<file path="config.mk">
export PLATFORM = sky130hd
export DESIGN_NAME = mem_access_ctrl
export DESIGN_NICKNAME = d
export VERILOG_FILES = /design/src/rtl/mem_ctrl_pkg.sv /design/src/rtl/mem_clear_sweep.sv /design/src/rtl/mem_access_ctrl.sv
export SDC_FILE = /design/constraint.sdc
export NUM_CORES = 1
export LEC_CHECK = 0
export ABC_AREA = 0
export CAP_MARGIN = 20
export CORE_ASPECT_RATIO = 1.75
export CORE_MARGIN = 3
export CORE_UTILIZATION = 35
export CTS_CLUSTER_DIAMETER = 80
export CTS_CLUSTER_SIZE = 12
export DETAILED_ROUTE_END_ITERATION = 7
export PLACE_DENSITY = 0.73
export SLEW_MARGIN = 0
export SYNTH_ARGS = -nofsm -noshare
export SYNTH_HDL_FRONTEND = slang
export SYNTH_HIERARCHICAL = 1
export SYNTH_SLANG_ARGS = --single-unit
</file>
<file path="constraint.sdc">
create_clock -name clk -period 4 [get_ports clk]
set_input_delay 0.4 -clock clk [delete_from_list [all_inputs] [get_ports clk]]
set_output_delay 0.4 -clock clk [all_outputs]
set_load 0.005 [all_outputs]
</file>
<file path="src/rtl/mem_ctrl_pkg.sv">
// rtl/mem_ctrl_pkg.sv - shared types and constants for the data memory access controller
// Purpose: controller state encoding, request-kind constants and default bus widths.
// Ports: none (package).
package mem_ctrl_pkg;

  localparam int MEM_ADDR_W = 8;
  localparam int MEM_DATA_W = 8;

  // Value of Req_Write for each request kind
  localparam logic REQ_LOAD  = 1'b0;
  localparam logic REQ_STORE = 1'b1;

  typedef enum logic [2:0] {
    IDLE  = 3'd0,
    WR    = 3'd1,
    RD    = 3'd2,
    WAIT  = 3'd3,
    CLEAR = 3'd4
  } state_t;

endpackage

</file>
<file path="src/rtl/mem_clear_sweep.sv">
// rtl/mem_clear_sweep.sv - address generator that walks every location once for a memory clear
// Purpose: on start, asserts busy/wr_en for DEPTH cycles while addr steps 0..DEPTH-1.
// Ports:
//   clk, rst   clock and synchronous active-high reset
//   start      begin a sweep (ignored while busy)
//   addr       current sweep address
//   wr_en      write enable for the current address
//   busy       high for the whole sweep
//   last       high in the final sweep cycle
module mem_clear_sweep
  import mem_ctrl_pkg::*;
#(
  parameter int ADDR_W = MEM_ADDR_W,
  parameter int DEPTH  = 256
) (
  input  logic              clk,
  input  logic              rst,
  input  logic              start,
  output logic [ADDR_W-1:0] addr,
  output logic              wr_en,
  output logic              busy,
  output logic              last
);

  // One extra bit so DEPTH == 2**ADDR_W is representable without wrapping
  localparam int CNT_W = ADDR_W + 1;

  logic [CNT_W-1:0] cnt;

  assign last  = busy && (cnt == CNT_W'(DEPTH - 1));
  assign addr  = cnt[ADDR_W-1:0];
  assign wr_en = busy;

  always_ff @(posedge clk) begin
    if (rst) begin
      busy <= 1'b0;
      cnt  <= '0;
    end else if (busy) begin
      if (last) begin
        busy <= 1'b0;
        cnt  <= '0;
      end else begin
        cnt <= cnt + CNT_W'(1);
      end
    end else if (start) begin
      busy <= 1'b1;
      cnt  <= '0;
    end
  end

endmodule

</file>
<file path="src/rtl/mem_access_ctrl.sv">
// rtl/mem_access_ctrl.sv - initiator side of the data memory interface for the execute stage
// Purpose: accepts load/store requests over valid/ready, drives memory strobes, returns load
//          data after MEM_LATENCY cycles, and runs a hardware clear sweep of the memory.
// Ports:
//   clk, rst                               clock and synchronous active-high reset
//   Req_Valid/Req_Ready                    request handshake
//   Req_Write/Req_Address/Req_Data         request kind, address and store data
//   Resp_Valid/Resp_Data                   load response pulse and held load data
//   Clear_Start/Clear_Busy                 clear sweep control and status
//   Mem_Read/Mem_Write                     memory strobes (mutually exclusive)
//   Mem_Read_Address/Mem_Write_Address     memory addresses
//   Mem_Write_Data/Mem_Read_Data           memory write and read data
module mem_access_ctrl
  import mem_ctrl_pkg::*;
#(
  parameter int ADDR_W      = MEM_ADDR_W,
  parameter int DATA_W      = MEM_DATA_W,
  parameter int DEPTH       = 256,
  parameter int MEM_LATENCY = 1
) (
  input  logic              clk,
  input  logic              rst,
  input  logic              Req_Valid,
  output logic              Req_Ready,
  input  logic              Req_Write,
  input  logic [ADDR_W-1:0] Req_Address,
  input  logic [DATA_W-1:0] Req_Data,
  output logic              Resp_Valid,
  output logic [DATA_W-1:0] Resp_Data,
  input  logic              Clear_Start,
  output logic              Clear_Busy,
  output logic              Mem_Read,
  output logic              Mem_Write,
  output logic [ADDR_W-1:0] Mem_Read_Address,
  output logic [ADDR_W-1:0] Mem_Write_Address,
  output logic [DATA_W-1:0] Mem_Write_Data,
  input  logic [DATA_W-1:0] Mem_Read_Data
);

  localparam int LAT_W = (MEM_LATENCY > 1) ? $clog2(MEM_LATENCY) : 1;
  localparam logic [LAT_W-1:0] LAT_LAST = LAT_W'(MEM_LATENCY - 1);

  state_t            state;
  logic [LAT_W-1:0]  lat_cnt;
  logic              wr_q;
  logic [ADDR_W-1:0] wr_addr_q;
  logic [DATA_W-1:0] wr_data_q;

  logic              sweep_start;
  logic [ADDR_W-1:0] sweep_addr;
  logic              sweep_we;
  logic              sweep_busy;
  logic              sweep_last;

  // A pending clear wins over a request, so ready drops as soon as Clear_Start is seen
  assign Req_Ready   = (state == IDLE) && !rst && !Clear_Start;
  assign sweep_start = (state == IDLE) && Clear_Start;

  mem_clear_sweep #(
    .ADDR_W (ADDR_W),
    .DEPTH  (DEPTH)
  ) u_sweep (
    .clk   (clk),
    .rst   (rst),
    .start (sweep_start),
    .addr  (sweep_addr),
    .wr_en (sweep_we),
    .busy  (sweep_busy),
    .last  (sweep_last)
  );

  // Write port is shared: the sweep owns it while busy, otherwise the latched store does
  assign Clear_Busy        = sweep_busy;
  assign Mem_Write         = wr_q | sweep_we;
  assign Mem_Write_Address = sweep_busy ? sweep_addr : wr_addr_q;
  assign Mem_Write_Data    = sweep_busy ? '0 : wr_data_q;

  always_ff @(posedge clk) begin
    if (rst) begin
      state            <= IDLE;
      lat_cnt          <= '0;
      Resp_Valid       <= 1'b0;
      Resp_Data        <= '0;
      Mem_Read         <= 1'b0;
      Mem_Read_Address <= '0;
      wr_q             <= 1'b0;
      wr_addr_q        <= '0;
      wr_data_q        <= '0;
    end else begin
      // Strobes and the response are single-cycle pulses unless set below
      Resp_Valid <= 1'b0;
      Mem_Read   <= 1'b0;
      wr_q       <= 1'b0;
      case (state)
        IDLE: begin
          if (Clear_Start) begin
            state <= CLEAR;
          end else if (Req_Valid) begin
            if (Req_Write == REQ_STORE) begin
              state     <= WR;
              wr_q      <= 1'b1;
              wr_addr_q <= Req_Address;
              wr_data_q <= Req_Data;
            end else begin
              state            <= RD;
              Mem_Read         <= 1'b1;
              Mem_Read_Address <= Req_Address;
            end
          end
        end
        WR: state <= IDLE;
        RD: begin
          state   <= WAIT;
          lat_cnt <= '0;
        end
        WAIT: begin
          if (lat_cnt == LAT_LAST) begin
            Resp_Valid <= 1'b1;
            Resp_Data  <= Mem_Read_Data;
            state      <= IDLE;
          end else begin
            lat_cnt <= lat_cnt + LAT_W'(1);
          end
        end
        CLEAR: if (sweep_last) state <= IDLE;
        default: state <= IDLE;
      endcase
    end
  end

endmodule

</file>
==> impl_metrics.tcl <==
set metrics [dict create \
    outcome "finished, final reports clean" \
    rr_endpoint "u_sweep/cnt[7]" \
    finalCriticalPeriod_ns 2.54 \
    cts_tree "yes" \
    finalCritPeriodShare_pct 63.4 \
    cp.arrival_ns 2.14 \
    clock_latency_ns 0.29 \
    holdPathStages 2 \
    area_growth_pct 29.0 \
    final_cell_mix "clkdlybuf4s50_1, dfxtp_1, mux2i_1" \
    stdcell_count 360 \
    drt_iter0_drc 82 \
    placed_cell_area_mm2 0.00284 \
    cts.sinks 48 \
    synth_fp_nets 262 \
    diodes 0 \
    cts_hold_buf 0 \
    placedCellCount 352 \
    path_max_fanout 27 \
    wirelength_mm 4.92 \
    finalClockSkew_ns 0.00407 \
    coreArea_mm2 0.00623 \
    clkSlewWorstSetupHoldPaths_ns 0.09 \
    rows 38 \
    final_common_cell "clkdlybuf4s50_1" \
    initial_core_util_pct 36.4 \
    cts_root_buf "clkbuf_8" \
    endpoint_kind "primary output" \
    syn_avg_cell_area_um2 9.77 \
    nets 309 \
    synth-edff-count 0 \
    fp.dieArea_mm2 0.00752 \
    synthArstFlopShare_pct 0 \
    leakage_nw 1.14 \
    min_to "Mem_Read_Address[6]" \
    htreeDepth 2 \
    die_x_um 66.8 \
    ys_ff_latch 48 \
    num-fill-cells 610 \
    r2r_cells 3 \
    syn_inst 232 \
    ys.flop_type "dfxtp_1" \
    regToRegStartpoint "u_sweep/busy" \
    irDropWorstVdd_v 0.000165 \
    post-dp-hpwl_mm 3.50 \
    reg2reg_setup_slack_ns 1.94 \
    critical_path_class "reg2out" \
    vias 1794 \
    min_path_type "reg2reg" \
    port_buffers 65 \
    cts_resized 0 \
    io_pins 66 \
    cts_buffer_depth 2 \
    fin_tns_setup_ns 0 \
    drive_gt1_share_pct 11.8 \
    drtPass1Iterations 4 \
    max_freq_mhz 394 \
    start_kind "flop" \
    syn_area_mm2 0.00227 \
    routedWlPerCell_um 13.7 \
    grt_pass1_vias 1688 \
    cts_setup_buffers 0 \
    gp_congestion 0.782 \
    rsz0062_at_grt "no" \
    power_mw 0.912 \
    yosysWarnings 6 \
    grt_pass1_wl_mm 7.96 \
    hold_viol 0 \
    antenna_found_initial 0 \
    ant_nets 0 \
    synth_seq_area_share_pct 42.4 \
    grt.overflow.total 0 \
    cap_viol_max_count 0 \
    stdcell_area_mm2 0.00292 \
    cts-buffers-inserted 5 \
    setup_violations 0 \
    grt_usage_pct 13.4 \
    grt_max_degree 57 \
    worst_pin_slew_ns 0.964 \
    hp-start "Mem_Read_Address[6]" \
    power_per_cell_area_mw_per_mm2 312 \
    relSlewSlack_pct 35.7 \
    via_per_inst 4.98 \
    netlist-cell-type-count 42 \
    drc 0 \
    fp.dieH_um 112 \
    cp.required_ns 3.60 \
    slew_violations 0 \
]
-- Yosys cell counts, drive strengths merged, types with 3 or more instances --
master   n  area [um2]
dfxtp   48         961
mux2i   25         250
nand2b  24         150
buf     22         169
nor2    16        60.1
a21oi   14        77.6
nand3   11        60.1
a21bo    8        80.1
mux2     8        90.1
nor2b    8        50.1
nand2    6        25.0
clkbuf   4        15.0
nor3     4        25.0
a41oi    3        26.3
and2     3        21.3
nor3b    3        22.5
o21ai    3        15.0
-- through the flow --
stage / setup slack (ns) / hold slack, ns / util, %
final: 1.46 / 0.479 / 46.9
after global routing: 1.32 / 0.497 / 46.9
after CTS: 1.42 / 0.487 / 46.9
after detailed placement: 1.76 / 0.470 / 45.5
after global placement: 1.81 / 0.459 / 45.5
after floorplan: 2.39 / 0.446 / -
-- sequential cells by signal, summed over array words and instances, names as in the netlist --
register,count
Mem_Read_Address,8
Mem_Read,1
state,3
u_sweep/busy,1
wr_q,1
u_sweep/cnt,9
Resp_Valid,1
Resp_Data,8
wr_data_q,8
wr_addr_q,8
-- worst max-delay path by stage --
stage,start,to,slack (ns)
6_report,u_sweep/busy,Mem_Write_Address[1],1.46
3_3_place_gp,u_sweep/busy,Mem_Write_Address[0],1.81
3_5_place_dp,u_sweep/busy,Mem_Write_Address[1],1.76
4_1_cts,u_sweep/busy,Mem_Write_Address[1],1.42
5_1_grt,u_sweep/busy,Mem_Write_Address[1],1.32
2_1_floorplan,u_sweep/busy,Mem_Write_Address[0],2.39
-- per-layer routing --
layer / global-route usage [%] / vias to the layer above / part of all wire [%]
li1: - / 883 / -
met4: 4.88 / 0 / 1.8
met5: 0 / - / 0
met1: 15.9 / 845 / 41
met3: 2.50 / 6 / 4.8
met2: 23.1 / 60 / 52
-- final cells by class --
type	instances	area, um2	area share [%]
multi-input cells	157	1120	38.3
repair buffers	66	653	22.3
inverters	1	3.75	0.128
clock buffers	5	68.8	2.35
clock inverters	3	18.8	0.642
flip-flops and latches	48	961	32.9
well taps	80	100	3.42
-- report_power, final --
part           internal, mW  switching [mW]
sequential            0.490          0.0160
combinational        0.0713          0.0509
clock                 0.122           0.162
total                 0.683           0.229
-- critical path, cell delays in order, from the launching register on --
cell	delay (ns)
dfxtp_1	0.97
mux2_2	0.42
clkdlybuf4s50_1	0.45
-- cells by family after synthesis --
| logic type | after synthesis | synth area share [%] |
|---|---|---|
| simple gates | 86 | 22.0 |
| fa+ha+maj | 1 | 0.552 |
| buf+inv | 27 | 8.28 |
| compound gates | 37 | 11.8 |
| mux | 33 | 15.0 |
| flops | 48 | 42.4 |
Power figures use the tool's default switching activity.
